<file path="config.mk">
export PLATFORM = sky130hd
export DESIGN_NAME = fetch_sequencer
export DESIGN_NICKNAME = d
export VERILOG_FILES = /design/src/rtl/fetch_sequencer.sv
export SDC_FILE = /design/constraint.sdc
export NUM_CORES = 1
export LEC_CHECK = 0
export CORE_MARGIN = 2
export CORE_UTILIZATION = 30
export CTS_CLUSTER_SIZE = 30
export DETAILED_ROUTE_END_ITERATION = 12
export PLACE_DENSITY = 0.61
export RECOVER_POWER = 100
export SYNTH_ARGS = -nofsm -noshare
export SYNTH_HDL_FRONTEND = slang
export SYNTH_SLANG_ARGS = --single-unit
</file>
<file path="constraint.sdc">
create_clock -name clk -period 5.5 [get_ports clk]
set_input_delay 0.55 -clock clk [delete_from_list [all_inputs] [get_ports clk]]
set_output_delay 0.55 -clock clk [all_outputs]
set_load 0.005 [all_outputs]
</file>
<file path="src/rtl/fetch_sequencer.sv">
// fetch_sequencer: program-counter controller for the instruction memory.
// Handles straight-line fetch, absolute branches, call/return through a
// hardware return stack, and halt. It reports run, done and fault status.
// Optional macro FETCH_SEQ_COUNT_EN adds a saturating retired-instruction counter.
`timescale 1ns/1ps
module fetch_sequencer #(
  parameter int unsigned PC_W        = 10,
  parameter int unsigned START_PC    = 0,
  parameter int unsigned SUB_BASE    = 100,
  parameter int unsigned SUB_STRIDE  = 16,
  parameter int unsigned STACK_DEPTH = 4
) (
  input  logic            clk,
  input  logic            rst_n,
  input  logic            start,
  input  logic            stall,
  input  logic            jsr,
  input  logic [3:0]      jsr_idx,
  input  logic            rts,
  input  logic            br_taken,
  input  logic [7:0]      br_target,
  input  logic            halt,
  output logic [PC_W-1:0] pc,
  output logic            running,
  output logic            done,
  output logic            fault,
  output logic [1:0]      fault_code,
  output logic [15:0]     instr_count
);

  localparam int unsigned AW  = $clog2(STACK_DEPTH);
  localparam int unsigned SPW = AW + 1;
  localparam logic [PC_W-1:0] START = PC_W'(START_PC);

  typedef enum logic [1:0] {IDLE, RUN, HALT, FAULT} state_e;

  state_e          state_q, state_d;
  logic [PC_W-1:0] pc_q, pc_d;
  logic [SPW-1:0]  sp_q, sp_d;
  logic [PC_W-1:0] stack_q [STACK_DEPTH];
  logic [PC_W-1:0] stack_d [STACK_DEPTH];
  logic [1:0]      fc_q, fc_d;
  logic            running_q, done_q, fault_q;
  logic            stk_full, stk_empty;
  logic [PC_W-1:0] pc_inc, jsr_tgt;
  logic [AW-1:0]   top_idx;

  // Stack status, sequential address and subroutine entry point
  always_comb begin
    stk_full  = (sp_q == SPW'(STACK_DEPTH));
    stk_empty = (sp_q == '0);
    pc_inc    = pc_q + PC_W'(1);
    jsr_tgt   = PC_W'(SUB_BASE + 32'(jsr_idx) * SUB_STRIDE);
    top_idx   = sp_q[AW-1:0] - AW'(1);
  end

  // Next-state / next-pc selection, one action per unstalled RUN cycle
  always_comb begin
    state_d = state_q;
    pc_d    = pc_q;
    sp_d    = sp_q;
    stack_d = stack_q;
    fc_d    = fc_q;
    case (state_q)
      IDLE: begin
        pc_d = START;
        if (start) begin
          state_d = RUN;
          sp_d    = '0;
          fc_d    = 2'd0;
        end
      end
      RUN: begin
        if (!stall) begin
          if (halt) begin
            state_d = HALT;
          end else if (rts) begin
            if (stk_empty) begin
              state_d = FAULT;
              fc_d    = 2'd2;
            end else begin
              pc_d = stack_q[top_idx];
              sp_d = sp_q - SPW'(1);
            end
          end else if (jsr) begin
            if (stk_full) begin
              state_d = FAULT;
              fc_d    = 2'd1;
            end else begin
              stack_d[sp_q[AW-1:0]] = pc_inc;
              sp_d = sp_q + SPW'(1);
              pc_d = jsr_tgt;
            end
          end else if (br_taken) begin
            pc_d = PC_W'(br_target);
          end else begin
            pc_d = pc_inc;
          end
        end
      end
      HALT, FAULT: begin
        if (start) begin
          state_d = RUN;
          pc_d    = START;
          sp_d    = '0;
          fc_d    = 2'd0;
        end
      end
      default: state_d = IDLE;
    endcase
  end

  // State, pc, stack and registered status decodes
  always_ff @(posedge clk) begin
    if (!rst_n) begin
      state_q   <= IDLE;
      pc_q      <= START;
      sp_q      <= '0;
      stack_q   <= '{default: '0};
      fc_q      <= 2'd0;
      running_q <= 1'b0;
      done_q    <= 1'b0;
      fault_q   <= 1'b0;
    end else begin
      state_q   <= state_d;
      pc_q      <= pc_d;
      sp_q      <= sp_d;
      stack_q   <= stack_d;
      fc_q      <= fc_d;
      running_q <= (state_d == RUN);
      done_q    <= (state_d == HALT);
      fault_q   <= (state_d == FAULT);
    end
  end

  assign pc         = pc_q;
  assign running    = running_q;
  assign done       = done_q;
  assign fault      = fault_q;
  assign fault_code = fc_q;

`ifdef FETCH_SEQ_COUNT_EN
  logic [15:0] cnt_q, cnt_d;

  // Retired-instruction count: saturating, cleared on start
  always_comb begin
    cnt_d = cnt_q;
    if (state_q == RUN) begin
      if (!stall && cnt_q != 16'hFFFF) cnt_d = cnt_q + 16'd1;
    end else if (start) begin
      cnt_d = 16'd0;
    end
  end

  // Counter register
  always_ff @(posedge clk) begin
    if (!rst_n) cnt_q <= 16'd0;
    else        cnt_q <= cnt_d;
  end

  assign instr_count = cnt_q;
`else
  assign instr_count = 16'h0000;
`endif

endmodule

</file>
Yosys cells after proc, flatten, opt, wreduce, memory -nomap -nowiden:

Cells that the tools add are included.
Widths: inputs -> output; s select.

* logic and storage cells: 90
* bits of input ports: 20
* output and inout bits: 31
* bits in registers: 60

* equality and inequality tests: 17
* $add $sub $neg: 5
* bitwise operators: 6
* $lt $le $gt $ge: 3
* multiplexer cells: 39
* reduce and logical (&&, ||, !) cells: 9

Operators by type and width (number)
* $mux 10: 11
* $bwmux 40: 1
* $pmux 10 s3: 1
* $mux 2: 14
* $mux 3: 7
* $bmux 10 s2: 1
* $demux 10 s2: 1
* $reduce_and 6->1: 3
* $ne 3x3->1 const B: 5
* $add 10x1->10 const B: 1
* $add 7x8->9 const A: 1
* $eq 2x2->1 const B: 4
* $pmux 2 s2: 2
* $ge 3x3->1 const B: 2
* $ne 2x2->1 const B: 3
* $not 2->3: 2
* $pmux 3 s2: 1
* $reduce_and 5->1: 1
* $eq 2x1->1 const B: 2
* $ne 4x4->1 const B: 1
* $not 1->1: 4
* $add 3x1->3 const B: 1
* $eq 3x3->1 const B: 1
* $logic_not 3->1: 1
* 8 further kinds: 8

Logic depth before layout (Yosys ltp):

* word-level depth: 10
* depth in mapped cells: 10
* mapped depth without buffers: 7

Least setup slack after synthesis:

No wires, ideal clock.

* kind: reg2reg
* start point: register sp_q[0]
* end point: register pc_q[1] (netlist: pc[1])
* buffers on the path: 2
* period minus slack after synthesis: 2.479 ns
* data required time: 5.372 ns
* stages on the path, launching flop included: 10
* library setup time: 0.128 ns
* path slack: 3.021 ns
* data arrival time: 2.351 ns
* cell sequence: dfxtp_1 -> clkbuf_1 -> inv_1 -> ha_1 -> buf_2 -> mux4_2 -> a22oi_1 -> nor2_1 -> mux2i_1 -> nor2_1

* cells in the longest elaborated chain, start to end: 10
* elaborated cells on any way between the ends: 15
* classes of those cells: add/sub (1); eq/ne (3); mux (8); bitwise (1); reduce/logical (2)

Ends and longest elaborated chain
* start, declared: line 39 `logic [SPW-1:0] sp_q, sp_d;`
* start signal, assigned: line 127 `sp_q <= sp_d;`
* $sub 2x1->2: line 54 `top_idx = sp_q[AW-1:0] - AW'(1);`
* $not 2->3 (not written as such): line 82 `pc_d = stack_q[top_idx];`
* $bmux 10 s2: line 82
* $mux 10 (not written as such) (2 in a row): line 82
* $mux 10: line 78 `if (stk_empty) begin`
* $mux 10: line 77 `end else if (rts) begin`
* $mux 10: line 75 `if (halt) begin`
* $mux 10: line 74 `if (!stall) begin`
* $pmux 10 s3: line 64 `case (state_q)`
* end signal, assigned: line 126 `pc_q <= pc_d;`
* end, declared: line 38 `logic [PC_W-1:0] pc_q, pc_d;`

Parallel ways exist; a longest one is shown, timed or not. The select of a mux whose other input is x is not followed.
A chain may end at the register's enable or synchronous reset.

Worst setup path in the final report:

* start point: register sp_q[0]
* end point: register pc_q[2] (netlist: pc[2])

Same word-level chain as after synthesis.

==> flow_metrics.py <==
metrics = {
    "status": {
        "status": "finished with violations",
        "violations": "capacitance limit, slew limit",
    },
    "synth": {
        "synthTopCellsByCount": "dfxtp_1 (60), nor2_1 (53), a211oi_1 (35)",
        "yosysSeqAreaShare_pct": 36.8,
        "synth_enable_flop_cells": 0,
        "ys_ff_latch": 60,
        "synth_ff_type": "dfxtp_1",
        "synth_most_common_cell": "dfxtp_1",
        "async_reset_ff_share_pct": 0,
        "syn_area_per_cell_sq_um": 9.60,
        "syn_inst": 340,
        "synth_top_area_share_pct": 36.8,
        "synth_area_leaders": "dfxtp_1 (37%), a211oi_1 (8.1%), mux4_2 (6.9%)",
        "ys_types": 55,
        "synth_top_area_cell": "dfxtp_1",
        "syn_area_sq_mm": 0.00326,
        "yosys_warnings": 0,
    },
    "critical_path": {
        "start_kind": "flop",
        "worstPathCellList": "inv_1 > ha_1 > nand3b_1 > a21oi_1 > a311oi_1 > nand2_1 > o32ai_1",
        "path_class": "flop to flop",
        "critPathMaxStageDelay_ns": 1.59,
        "critPathRequiredTime_ns": 5.75,
        "end_kind": "flop",
        "cp_max_fo": 16,
        "cp_slowest_cell": "a311oi_1",
        "cp_data_arrival_time_ns": 4.15,
    },
    "timing": {
        "slew_headroom_pct": -45.9,
        "grt_setup_unrepaired": "false",
        "period_minus_slack_ns": 3.90,
        "finalHoldViolCount": 0,
        "period_share_pct": 70.9,
        "setup_viol": 0,
        "worst_pin_slew_ns": 2.19,
        "timing.fmax_mhz": 257,
        "fin_skew_ns": 0.00695,
        "fin_ws_ns": 1.60,
        "holdWs_ns": 0.486,
        "tns_ns": 0,
        "drv_slew": 67,
    },
    "clock_tree": {
        "htreeDepth": 3,
        "hold_buffers": 0,
        "cts_buffer_depth": 2,
        "clk_latency_ns": 0.34,
        "cts_root_buf": "clkbuf_8",
        "cts.sinks": 60,
        "clk_pin_slew_ns": 0.07,
        "cts_tree": "built",
        "cts_resized": 0,
        "cts_buffers": 9,
        "post-cts-setup-buffers": 0,
    },
    "global_route": {
        "grt_usage_pct": 14.9,
        "antenna_found_initial": 0,
        "grt_start_max_net_pins": 50,
        "grt_first_pass_wirelength_um": 13300,
        "grt_pass1_vias": 2455,
        "grt_overflow": 0,
    },
    "die": {
        "start_util_pct": 30.4,
        "io_pins": 51,
        "coreArea_sq_mm": 0.0107,
        "die_h_um": 108,
        "die_area_sq_mm": 0.0117,
        "rows": 38,
        "die_x_um": 108,
    },
    "pwr": {
        "power_mw": 0.996,
        "ir_drop_mv": 0.107,
        "cellPowerDensity_mw_per_mm2": 272,
        "power.leakage_nw": 1.27,
    },
    "placement": {
        "post-dp-hpwl_um": 5750,
        "dp_slack_ns": 2.54,
        "place_congestion": 0.807,
        "port-buffer-count": 34,
    },
    "detailed_routing": {
        "wl_um": 8330,
        "drc_errors": 0,
        "dr_total_vias": 2551,
        "dr.pass1.iters": 7,
        "ant_nets": 0,
        "wl_per_cell_um": 16.4,
        "drt_iter0_drc": 136,
        "via_per_inst": 5.02,
    },
    "layout": {
        "nets": 390,
        "syn2layout_area_growth_pct": 12.3,
        "final_core_util_pct": 34.1,
        "drive_gt1_share_pct": 10.9,
        "diodes": 0,
        "fillers": 1128,
    },
    "worst_hold_path": {
        "holdCritPathClass": "flop to flop",
    },
    "job": {
        "cap_violations": 2,
    },
}
worst max-delay path, delay by kind of cell (launching register included):
family	cells	cell delay, ns
buf+inv	1	0.16
simple gates	2	0.44
flops	1	0.84
fa+ha+maj	1	0.35
compound gates	3	2.01
registers in the layout, indices dropped and copies added (netlist names):
name / cells
stack_q: 40
pc: 10
sp_q: 3
fault_code: 2
state_q: 2
done: 1
fault: 1
running: 1
power by group:
group / internal, mW / total (mW) / leakage, nW / switching, mW
combinational: 0.0495 / 0.114 / 0.680 / 0.0649
sequential: 0.444 / 0.459 / 0.485 / 0.0154
clock: 0.235 / 0.423 / 0.106 / 0.188
area by class of cell:
type | count | area (sq um) | area share [%]
clock inverter | 5 | 60.1 | 1.64
sequential | 60 | 1200 | 32.8
timing repair buffer | 35 | 344 | 9.39
clock buffer | 11 | 151 | 4.13
tap | 140 | 175 | 4.78
inverter | 10 | 37.5 | 1.02
multi-input combinational | 247 | 1700 | 46.3
cells in the final DEF (no fill, tap or decap), types with 3 or more instances in the layout:
cell / n
nor3_1: 4
xor2_1: 6
clkdlybuf4s50_1: 17
a31oi_1: 4
nor2_1: 53
mux4_2: 10
ha_1: 6
o21ai_0: 14
dfxtp_1: 60
nand2_1: 16
xnor2_1: 4
o22ai_1: 3
a21oi_1: 11
a211oi_1: 35
nand2b_1: 3
conb_1: 16
clkbuf_8: 11
and2_4: 4
dlygate4sd3_1: 17
and3_1: 4
inv_1: 10
nor2b_1: 3
mux2i_1: 9
nand3_1: 7
kinds of logic (layout without fill, tap and decap cells):
logic type | count (synthesis) | after routing | synth area share (%)
simple gates | 108 | 108 | 16.1
compound gates | 85 | 85 | 18.6
flops | 60 | 60 | 36.8
buf+inv | 48 | 61 | 12.4
mux | 21 | 21 | 10.4
xor+xnor | 10 | 10 | 2.68
fa+ha+maj | 7 | 7 | 2.91
other cells | 1 | 16 | 0.115
per-layer routing:
layer	global-route usage (%)	up-vias	routed length [um]
li1	-	1240	-
met1	20.2	1236	3940
met2	23.3	62	3890
met3	3.50	13	356
met4	5.31	0	146
met5	0	-	0
per-stage QoR:
stage / area, sq um / std cells
floorplan: 3320 / 355
global placement: 3470 / 492
detailed placement: 3470 / 492
CTS: 3690 / 508
global route: 3660 / 508
finish: 3660 / 508
path summary, 6_finish.rpt:
kind	start	endpoint	slack [ns]	depth (start not counted)
worst max-delay path	sp_q[0]$_SDFFE_PN0P_	pc[2]$_SDFFE_PN0P_	1.60	7
worst min-delay path	fault_code[0]$_SDFFE_PN0P_	fault_code[0]$_SDFFE_PN0P_	0.49	2
worst max register to register	sp_q[0]$_SDFFE_PN0P_	pc[2]$_SDFFE_PN0P_	1.60	7
worst min register to register	fault_code[0]$_SDFFE_PN0P_	fault_code[0]$_SDFFE_PN0P_	0.49	2
No activity file was read; power rests on OpenSTA's default activity.
==> edit: new RTL, config.mk and constraints unchanged <==
Add a define of `FETCH_SEQ_COUNT_EN`.
--- a/src/rtl/fetch_sequencer.sv
+++ b/src/rtl/fetch_sequencer.sv
@@ -3,6 +3,8 @@
 // hardware return stack, and halt. It reports run, done and fault status.
 // Optional macro FETCH_SEQ_COUNT_EN adds a saturating retired-instruction counter.
 `timescale 1ns/1ps
+`define FETCH_SEQ_COUNT_EN
+
 module fetch_sequencer #(
   parameter int unsigned PC_W        = 10,
   parameter int unsigned START_PC    = 0,
Formal check against the unedited RTL: not equivalent (Yosys sat finds a counterexample within 4 cycles, from zero or initial values and one cycle with rst_n low).
==> edit against the unedited design <==
  * Power grew 28%
  * Count of clock-buffer cells in the layout is the same
  * Routed wire length increased by 19%
  * Worst setup slack improved by 0.14 ns
  * Sequential cell count rose by 16
  * Area after synthesis up 19%
  * Final area increased by 30%
  * Fmax increased by 3.8%
  * Largest power group unchanged
==> edit: results (changes against the unedited design) <==
stage,metric,value,unit,change
power,p_leak,2.13,nW,+67%
clock_tree,ctsLongestPathBuffers,2,,unchanged
synthesis,yosysSeqAreaShare,0.393,,+0.0249
global_routing,antenna_found_initial,0,,unchanged
setup_path,arrival,3.99,ns,-0.16 ns
setup_path,cp_max_fo,23,,+7
global_routing,first_global_vias,3185,,+30%
synthesis,yosysUniqueCellTypes,58,,+5.5%
worst_hold_path,hold_end,fault_code[0]$_SDFFE_PN0P_,,
setup_path,worstRegToRegCells,7,,unchanged
clock_tree,clkLatencyLatePin,0.34,ns,about the same
final_layout,finalNetCount,484,,+24%
clock_tree,post_cts_resized,0,,unchanged
setup_path,r2r_end,stack_q[0]$_SDFFE_PN0P_,,
route,drt_iter0_drc,226,,+66%
synthesis,ys_async_sr_fraction,0,,unchanged
global_routing,grt_pass1_wl,16.4,mm,+24%
clock_tree,post_cts_buffers,0,,unchanged
route,dr.pass1.iters,6,,-1
clock_tree,h-tree-depth,3,,unchanged
synthesis,synth_fp_nets,447,,
route,viasPerCell,5.09,,+1.4%
power,peakVddDrop,157,µV,+48%
clock_tree,cts_buffers,9,,unchanged
final_layout,drive_gt1_frac,0.0694,,-0.0393
global_routing,overflow,0,,unchanged
final_layout,top_register,stack_q,,
clock_tree,clk_pin_slew,0.06,ns,
run_status,status,completed,,
worst_hold_path,worstHoldStart,fault_code[0]$_SDFFE_PN0P_,,
worst_hold_path,holdPathStages,2,,unchanged
placed_design,hpwl,6.80,mm,+18%
timing,relSlewSlack,0.0693,,+0.528
route,wire_per_inst,15.6,µm,-4.8%
setup_path,r2r-start,sp_q[0]$_SDFFE_PN0P_,,
timing,whs,0.482,ns,-0.00457 ns
placed_design,gp_congestion,0.836,,+3.7%
synthesis,synth_common_cells,"dfxtp_1 (76), nand2_1 (61), o211a_1 (38), nor2_1 (30), xnor2_1 (18)",,
timing,fin_worst_skew,0.00717,ns,+0.000222 ns
setup_path,reg2reg_slack,2.35,ns,+0.75 ns
placed_design,pre_cts_slack,1.72,ns,-0.824 ns
global_routing,grtUsageTotal,0.148,,-0.000931
final_layout,fill_cells,1311,,+16%
synthesis,yosys-top-cells-area,"dfxtp_1 (39%), o211a_1 (9.8%), nand2_1 (5.9%)",,
final_layout,largest_reg_flops,40,,unchanged
global_routing,grt_max_degree,67,,+34%
final_layout,diodes,0,,unchanged
placed_design,numPortBuffers,50,,+47%
synthesis,yosysWarnings,0,,unchanged
clock_tree,clockRootBuffer,clkbuf_16,,
worst_hold_path,hp-class,reg -> reg,,
[edit: cell families (layout without fill, tap and decap cells)]
| logic type | count (synthesis) | after routing | share of synthesized area |
|---|---|---|---|
| buffers and inverters | 38 | 80 | 0.0401 |
| adders and majority gates | 8 | 8 | 0.0278 |
| and+or+nand+nor | 156 | 156 | 0.201 |
| DFF | 76 | 76 | 0.393 |
| muxes | 17 | 17 | 0.0766 |
| xor gates and xnor gates | 25 | 25 | 0.0566 |
| AOI/OAI and AO/OA | 99 | 99 | 0.205 |
[edit: power breakdown]
part	leakage [nW]	internal [mW]	total, mW	switching (mW)
clock network	0.139	0.335	0.577	0.242
registers	0.615	0.561	0.578	0.0169
logic	1.37	0.0536	0.121	0.0675
[edit: worst max-delay path by stage]
| stage | depth (start not counted) | end | slack (ns) | from |
|---|---|---|---|---|
| final | 6 | stack_q[0]$_SDFFE_PN0P_ | 1.74 | rts |
| after global routing | 6 | stack_q[5]$_SDFFE_PN0P_ | 1.48 | rts |
| after CTS | 6 | stack_q[31]$_SDFFE_PN0P_ | 2.08 | rts |
| after detailed placement | 6 | stack_q[31]$_SDFFE_PN0P_ | 1.72 | rts |
| after global placement | 6 | stack_q[31]$_SDFFE_PN0P_ | 1.84 | rts |
| after floorplan | 8 | pc[4]$_SDFFE_PN0P_ | 2.69 | sp_q[0]$_SDFFE_PN0P_ |
[edit: worst max-delay path, cell delays in order]
cell           delay [ns]
dlygate4sd3_1        0.90
nor3b_1              0.87
and4_1               0.34
and2_0               0.97
mux2i_1              0.16
and2_1               0.20
[edit: cell type report]
class,count,share of cell area
sequential,76,0.320
inverter,13,0.0103
clock buffer,11,0.0531
timing repair buffer,51,0.106
clock inverter,5,0.00868
tap,172,0.0452
multi-input combinational,305,0.457
[edit: layer usage]
metal	global-route usage	part of all wire	up-vias
met1	0.194	0.48	1516
met3	0.0383	0.049	14
met4	0.0542	0.021	0
met5	0	0	-
met2	0.235	0.45	94
li1	-	-	1600
[edit: stage by stage]
step | utilization | instances | power [mW] | cell area (µm²)
CTS | 0.379 | 633 | 1.30 | 4780
floorplan | - | 419 | 0.661 | 3870
global placement | 0.355 | 617 | 0.714 | 4480
detailed placement | 0.355 | 617 | 0.716 | 4480
global route | 0.377 | 633 | 1.33 | 4760
finish | 0.377 | 633 | 1.28 | 4760
